--- config.mk ---
export PLATFORM = sky130hd
export DESIGN_NAME = sad_min_select
export DESIGN_NICKNAME = d
export VERILOG_FILES = /design/src/rtl/sad_min_select.sv
export SDC_FILE = /design/constraint.sdc
export NUM_CORES = 1
export LEC_CHECK = 0
export BUFFER_PORTS_ARGS = -buffer_cell sky130_fd_sc_hd__buf_2
export CORE_MARGIN = 2
export CORE_UTILIZATION = 65
export CTS_CLUSTER_SIZE = 24
export DETAILED_ROUTE_END_ITERATION = 10
export PLACE_DENSITY = 0.83
export SLEW_MARGIN = 15
export SYNTH_ARGS = -nofsm -noshare
export SYNTH_HDL_FRONTEND = slang
export SYNTH_SLANG_ARGS = --single-unit
--- constraint.sdc ---
create_clock -name clk -period 5.4 [get_ports clk]
set_clock_uncertainty 0.05 [all_clocks]
set_input_delay 0.54 -clock clk [delete_from_list [all_inputs] [get_ports clk]]
set_output_delay 0.54 -clock clk [all_outputs]
set_load 0.005 [all_outputs]
--- src/rtl/sad_min_select.sv ---
// -----------------------------------------------------------------------------
// sad_min_select
//   Tracks the minimum-SAD candidate for each of four coding blocks while a
//   motion search runs, then drains the four results (CB0..CB3) over a
//   valid/ready output port.
//
//   Optional feature (compile-time macro SAD_TIE_MV_COST_EN):
//     undefined : on equal SAD the earlier candidate is kept.
//     defined   : on equal SAD the candidate with the strictly smaller
//                 |mv_x| + |mv_y| replaces the stored minimum.
//
// Ports
//   clk, rst_n    : clock (rising edge), asynchronous active-low reset
//   start         : one-cycle pulse, clears trackers and enters TRACK
//   sad_valid     : qualifies sad_in / sad_cb / sad_row / sad_col
//   sad_in        : candidate SAD (unsigned, SAD_W bits)
//   sad_cb        : coding-block index 0..3 of the candidate
//   sad_row       : search row count 0..63
//   sad_col       : search column count 0..31
//   search_done   : one-cycle pulse, search window finished
//   out_ready     : downstream accepts the presented result
//   out_valid     : result presented
//   out_cb        : coding-block index of the presented result
//   out_sad       : minimum SAD (all ones when no candidate was seen)
//   out_mv_x      : two's complement sad_col - COL_CTR at the minimum
//   out_mv_y      : two's complement sad_row - ROW_CTR at the minimum
//   out_hit       : at least one candidate was seen for out_cb
//   busy          : registered, high in TRACK and DRAIN
//   dbg_state     : current FSM state (0 IDLE, 1 TRACK, 2 DRAIN)
//
// Handshake: a result transfers on a rising edge where out_valid and
// out_ready are both high; while out_valid is high and out_ready is low all
// out_* signals hold their value. After a transfer the next CB is presented
// on the following cycle, and out_valid drops the cycle after the CB3
// transfer.
// -----------------------------------------------------------------------------
module sad_min_select #(
  parameter int SAD_W   = 16,
  parameter int ROW_CTR = 32,
  parameter int COL_CTR = 16
) (
  input  logic             clk,
  input  logic             rst_n,
  input  logic             start,
  input  logic             sad_valid,
  input  logic [SAD_W-1:0] sad_in,
  input  logic [1:0]       sad_cb,
  input  logic [6:0]       sad_row,
  input  logic [4:0]       sad_col,
  input  logic             search_done,
  input  logic             out_ready,
  output logic             out_valid,
  output logic [1:0]       out_cb,
  output logic [SAD_W-1:0] out_sad,
  output logic [5:0]       out_mv_x,
  output logic [6:0]       out_mv_y,
  output logic             out_hit,
  output logic             busy,
  output logic [1:0]       dbg_state
);

  typedef enum logic [1:0] {
    ST_IDLE  = 2'd0,
    ST_TRACK = 2'd1,
    ST_DRAIN = 2'd2
  } state_t;

  state_t state;

  // Per-CB trackers
  logic [SAD_W-1:0] best_sad [4];
  logic [6:0]       best_row [4];
  logic [4:0]       best_col [4];
  logic [3:0]       hit;

  assign dbg_state = state;

  // Zero-extend, subtract the centre, keep the low bits (two's complement).
  function automatic logic [5:0] mv_x_of(input logic [4:0] col);
    logic [31:0] d;
    d = {27'd0, col} - 32'(COL_CTR);
    return d[5:0];
  endfunction

  function automatic logic [6:0] mv_y_of(input logic [6:0] row);
    logic [31:0] d;
    d = {25'd0, row} - 32'(ROW_CTR);
    return d[6:0];
  endfunction

`ifdef SAD_TIE_MV_COST_EN
  // |mv_x| + |mv_y|; the largest magnitudes (16 and 32) still fit unsigned.
  function automatic logic [6:0] mv_cost(input logic [6:0] row, input logic [4:0] col);
    logic [5:0] mx;
    logic [6:0] my;
    logic [6:0] ax;
    logic [6:0] ay;
    mx = mv_x_of(col);
    my = mv_y_of(row);
    ax = {1'b0, (mx[5] ? (~mx + 6'd1) : mx)};
    ay = my[6] ? (~my + 7'd1) : my;
    return ax + ay;
  endfunction
`endif

  // Candidate replaces the stored minimum of its CB.
  logic cand_better;

  always_comb begin
    cand_better = !hit[sad_cb] || (sad_in < best_sad[sad_cb]);
`ifdef SAD_TIE_MV_COST_EN
    if (hit[sad_cb] && (sad_in == best_sad[sad_cb]) &&
        (mv_cost(sad_row, sad_col) < mv_cost(best_row[sad_cb], best_col[sad_cb])))
      cand_better = 1'b1;
`endif
  end

  // Source of the next result to present. On DRAIN entry tracker 0 is read
  // through a bypass so a candidate arriving with search_done is included.
  logic [1:0]       nxt_cb;
  logic [SAD_W-1:0] sel_sad;
  logic [6:0]       sel_row;
  logic [4:0]       sel_col;
  logic             sel_hit;
  logic [SAD_W-1:0] ld_sad;
  logic [5:0]       ld_mv_x;
  logic [6:0]       ld_mv_y;

  always_comb begin
    nxt_cb  = 2'(out_cb + 2'd1);
    sel_sad = best_sad[nxt_cb];
    sel_row = best_row[nxt_cb];
    sel_col = best_col[nxt_cb];
    sel_hit = hit[nxt_cb];
    if (state == ST_TRACK) begin
      if (sad_valid && (sad_cb == 2'd0) && cand_better) begin
        sel_sad = sad_in;
        sel_row = sad_row;
        sel_col = sad_col;
        sel_hit = 1'b1;
      end else begin
        sel_sad = best_sad[0];
        sel_row = best_row[0];
        sel_col = best_col[0];
        sel_hit = hit[0] | (sad_valid && (sad_cb == 2'd0));
      end
    end
    // A CB that never saw a candidate reports all-ones SAD and zero MV.
    ld_sad  = sel_hit ? sel_sad : '1;
    ld_mv_x = sel_hit ? mv_x_of(sel_col) : 6'd0;
    ld_mv_y = sel_hit ? mv_y_of(sel_row) : 7'd0;
  end

  always_ff @(posedge clk or negedge rst_n) begin
    if (!rst_n) begin
      state     <= ST_IDLE;
      busy      <= 1'b0;
      out_valid <= 1'b0;
      out_cb    <= 2'd0;
      out_sad   <= '0;
      out_mv_x  <= 6'd0;
      out_mv_y  <= 7'd0;
      out_hit   <= 1'b0;
      hit       <= 4'd0;
      for (int i = 0; i < 4; i++) begin
        best_sad[i] <= '1;
        best_row[i] <= 7'd0;
        best_col[i] <= 5'd0;
      end
    end else if (start) begin
      // start wins over search_done and any handshake in the same cycle
      state     <= ST_TRACK;
      busy      <= 1'b1;
      out_valid <= 1'b0;
      hit       <= 4'd0;
      for (int i = 0; i < 4; i++) begin
        best_sad[i] <= '1;
        best_row[i] <= 7'd0;
        best_col[i] <= 5'd0;
      end
    end else begin
      case (state)
        ST_TRACK: begin
          if (sad_valid) begin
            if (cand_better) begin
              best_sad[sad_cb] <= sad_in;
              best_row[sad_cb] <= sad_row;
              best_col[sad_cb] <= sad_col;
            end
            hit[sad_cb] <= 1'b1;
          end
          if (search_done) begin
            state     <= ST_DRAIN;
            out_valid <= 1'b1;
            out_cb    <= 2'd0;
            out_sad   <= ld_sad;
            out_mv_x  <= ld_mv_x;
            out_mv_y  <= ld_mv_y;
            out_hit   <= sel_hit;
          end
        end
        ST_DRAIN: begin
          if (out_valid && out_ready) begin
            if (out_cb == 2'd3) begin
              state     <= ST_IDLE;
              busy      <= 1'b0;
              out_valid <= 1'b0;
            end else begin
              out_cb   <= nxt_cb;
              out_sad  <= ld_sad;
              out_mv_x <= ld_mv_x;
              out_mv_y <= ld_mv_y;
              out_hit  <= sel_hit;
            end
          end
        end
        default: ;
      endcase
    end
  end

endmodule
### Word level (Yosys, flattened, before mapping)

Index checks and enable logic that the tools add are counted.

| operators by class | value |
|---|---|
| add/subtract/negate cells | 3 |
| multiply operators | 0 |
| divide/modulo/power cells | 0 |
| order comparisons | 7 |
| equal/unequal tests | 9 |
| shifts and indexed selects | 0 |
| multiplexer cells | 85 |
| bitwise logic cells | 5 |
| reduce and logical (&&, ||, !) cells | 21 |

Operators with widths:

| cell | number |
|---|---|
| two-way mux 64 bit | 4 |
| two-way mux 16 bit | 11 |
| two-way mux 28 bit | 4 |
| two-way mux 20 bit | 4 |
| binary-select mux 16 bit (select 2 bit) | 2 |
| bitwise mux 64 bit | 1 |
| two-way mux 7 bit | 9 |
| demux 16 bit (select 2 bit) | 1 |
| case mux 16 bit (2 select lines) | 1 |
| bitwise mux 28 bit | 1 |
| two-way mux 5 bit | 5 |
| two-way mux 6 bit | 4 |
| bitwise mux 20 bit | 1 |
| less-than comparator 16 bit | 1 |
| binary-select mux 7 bit (select 2 bit) | 1 |
| demux 7 bit (select 2 bit) | 1 |
| two-way mux 1 bit | 14 |
| two-way mux 2 bit | 7 |
| case mux 7 bit (2 select lines) | 1 |
| nonzero test 2 bit | 7 |
| two-way mux 4 bit | 3 |
| case mux 6 bit (2 select lines) | 1 |
| binary-select mux 5 bit (select 2 bit) | 1 |
| demux 5 bit (select 2 bit) | 1 |
| 28 further kinds | 44 |

| word-level totals | value |
|---|---|
| bits in registers | 152 |
| bits in latches | 0 |
| memory bits (writable) | 0 |
| memory bits (read-only) | 0 |
| input bits | 36 |
| output and inout port bits | 36 |
| logic and storage cells | 151 |
| memories | 0 |

### Longest topological paths before layout

| logic depth | value |
|---|---|
| word-level depth | 14 |
| depth in mapped cells | 15 |
| depth with buffers taken out | 10 |

### Least setup slack after synthesis

Ideal clock, no wire load.

| timing | value |
|---|---|
| path type | input-to-reg |
| start point | input port sad_cb[0] |
| end point | register best_col[2] (netlist bit) |
| setup time | 132 ps |
| arrival time | 4498 ps |
| required time | 5218 ps |
| path slack | 720 ps |
| cell stages on the path | 14 |
| buffers on the path | 4 |
| cells stage by stage | clkbuf_1 buf_1 buf_1 mux4_2 inv_1 ha_1 o211ai_1 a311oi_1 a211oi_2 o21ai_2 a2111oi_4 buf_6 mux2i_1 nor2_1 |

| between the ends | value |
|---|---|
| word-level cells in the longest chain between the ends | 10 |
| elaborated cells on any way between the ends | 21 |
| those cells by class | order compare: 3; mux: 12; bitwise: 1; reduce/logical: 5 |

RTL lines:

| what | RTL line | text |
|---|---|---|
| from (decl) | 47 | `input logic [1:0] sad_cb,` |
| branches (longest 10 deep; another with less-than comparator 16 bit) | -- |  |
| to (signal, indexed assignment) | 188 | `best_col[sad_cb] <= sad_col;` |
| to (decl) | 73 | `logic [4:0] best_col [4];` |

Parallel ways; which one is timed is not known. The select of a mux whose other input is x is not followed.
A chain may end at the register's enable or synchronous reset.

### Worst setup path after layout

| timing | value |
|---|---|
| start point | input port sad_cb[0] |
| end point | register best_col[9] (netlist bit) |

Same word-level chain as after synthesis.

==> out/qor.csv <==
metric,value,unit
CTS tree,done,
Core ar.,12010,um^2
"Slew Viols, Final",0,
"EDFF count, synth",0,
reg2reg setup slack,1.64,ns
First-pass DRT Iterations,5,
Seq. cell area,3834,um^2
Post-CTS Setup Inserts,0,
GR met1 Demand/Resource,39.50,%
RR Endpoint,best_col[9],
most numerous cell in the Yosys netlist,a21oi_1,
Setup crit end kind,flip-flop,
1st-iter DRT viols,663,
Cell Pwr Density,310.9,nW/um^2
I/O pins,72,
largest net degree at the start of global routing,103,
PortBufs,71,
# nets final,809,
Initial Util,66.69,%
initial antenna violation count,0,
GRT met2 Usage,51.14,%
vias in the first global route,6444,
Area Overhead vs Synth,12.59,%
Root Driver,clkbuf_16,
share of cells above drive strength 1,30.52,%
Setup TNS,0,ns
Lkg Pwr,3.828,nW
critical path startpoint category,input pin,
full die area,13230,um^2
residual DRC count,0,
Critical Path AT,4.46,ns
CTS Sinks,150,
outcome,"finished, final reports clean",
fillers,785,
Peak VDD IR,0.0002633,V
TritonCTS buffer count,17,
R2R cell count,11,
Total Wirelength,19390,um
Die X-Extent,115.0,um
number of routed nets with antenna violations,0,
via count,6170,
placed cell count,885,
Slew @ Worst Pin,1.099,ns
Vias/cell,6.728,
Worst-path clk slew,0.06,ns
HP Class,input pin to async pin,
worst setup path category,input pin to flip-flop,
syn nets,757,
CP max FO,25,
synth warn,0,
met3 usage,9.489,%
DIE HEIGHT,115.0,um
final hold viol count,0,
gr ovfl total,0,
Clock Path Buffers,2,
final period utilization,78.12,%
asr flop ratio synth,100.0,%
gr usage total,31.57,%
Yosys reg bits,150,
diode count,0,
GP Congestion,0.8762,
Slew headroom,26.50,%
Mapped Cells,705,
Final min period,4.219,ns
area occupied by multi-input gates,3852,um^2
syn avg cell area,11.36,um^2
Area contributors post-synth,"dfrtp_1 27%, dfstp_2 21%, mux4_2 13%",
Worst Path Required,5.64,ns
RSZ-0062 raised after global routing,false,
Fmax,0.2371,GHz
Max-cap violations,0,
Clock Latency Late Sink,0.43,ns
Hold Buf Count CTS,0,
gr busiest metal,met2,
fin cells,917,
setup violators final,0,
"Top FF cell, synth",dfrtp_1,
Post-synth top cells,"91 x a21oi_1, 86 x dfrtp_1, 84 x nor2_1, 76 x mux2i_1, 66 x nor3_1",
first-pass GRT wire length,31860,um
"area leader, netlist",dfrtp_1,
Critical R2R Launch,best_sad[1],
htree depth,4,
post-DP HPWL,12260,um
area share of the largest cell type after synthesis,26.87,%
register area share after synthesis,47.86,%
Netlist Area Pre-Place,8010,um^2
Synth cell types,40,
Wirelength per Cell,21.14,um
post_cts resized,0,
Site Rows,40,
==> worst max path at each step <==
stage	from	endpoint	slack (ns)	cells after the start
after floorplan	sad_cb[0]	best_col[2]	0.72	14
after global placement	sad_cb[0]	best_col[9]	0.86	12
after detailed placement	sad_cb[0]	best_col[9]	0.74	12
after CTS	sad_cb[0]	best_col[9]	1.19	12
after global routing	sad_cb[0]	best_col[9]	0.89	12
final	sad_cb[0]	best_col[9]	1.18	12
==> layer usage <==
layer / vias up / share of wire (%)
li1: 2728 / -
met1: 3091 / 39
met2: 298 / 50
met3: 53 / 8.2
met4: 0 / 2.6
met5: - / 0
==> worst max-delay path, cell delays in order <==
cell and delay, ns:
buf_2 0.59, mux4_2 0.59, inv_1 0.07, ha_1 0.22, o211ai_1 0.18, a311oi_1 0.08
a211oi_2 0.59, o21ai_2 0.25, a2111oi_4 0.66, buf_4 0.39, mux2i_1 0.23, nor2_1 0.05
==> through the flow <==
step / util (%) / area, um^2 / setup WS (ns) / hold WS [ns] / power [mW]
2_1_floorplan: - / 8010 / 0.7198 / 0.1944 / 1.509
3_3_place_gp: 70.24 / 8437 / 0.8578 / 0.4065 / 1.634
3_5_place_dp: 70.24 / 8437 / 0.7424 / 0.4101 / 1.652
4_1_cts: 75.08 / 9019 / 1.188 / 0.1906 / 2.818
5_1_grt: 75.08 / 9019 / 0.8917 / 0.2481 / 2.909
6_report: 75.08 / 9019 / 1.182 / 0.1643 / 2.804
==> report_power, final <==
part           internal, mW  total (mW)  switching [mW]
clock network         0.715        1.17           0.450
registers              1.20        1.25          0.0436
logic                 0.161       0.392           0.231
==> area by class of cell <==
type / instances / share of cell area (%)
clock buffers: 24 / 5.341
clock inverters: 8 / 1.110
inverters: 18 / 0.7492
multi-input cells: 481 / 42.72
flip-flops and latches: 150 / 42.51
well taps: 147 / 2.039
repair buffers: 89 / 5.536
==> registers in the layout (all words and copies together), names as in the netlist, 2 cells and up <==
register,flops
out_mv_y,7
best_row,28
best_sad,64
out_sad,16
hit,4
out_cb,2
out_mv_x,5
best_col,20
==> cell families after synthesis <==
family,Yosys count,share of synthesized area [%]
AOI/OAI and AO/OA,156,12.54
and+or+nand+nor,184,10.23
buffers and inverters,74,4.217
DFF,150,47.86
muxes,123,22.43
adders and majority gates,16,2.499
xor gates and xnor gates,2,0.2187
==> layout by cell type (no fill, tap or decap), types with 3 or more instances in the layout <==
master      n
a2111oi_4   4
a211oi_1   11
a21o_1     12
a21oi_1    91
a41oi_1     3
buf_2      69
buf_4      19
clkbuf_1    4
clkbuf_16  17
clkbuf_8    3
clkinv_2    3
dfrtp_1    86
dfstp_2    64
ha_1       15
inv_1      18
mux2i_1    76
mux4_2     45
nand2_1    15
nand2b_1    4
nand3_1     4
nand4_1     3
nor2_1     84
nor3_1     66
o211ai_1    5
o21ai_0     5
o22ai_1    16
No activity file was read; power rests on OpenSTA's default activity.
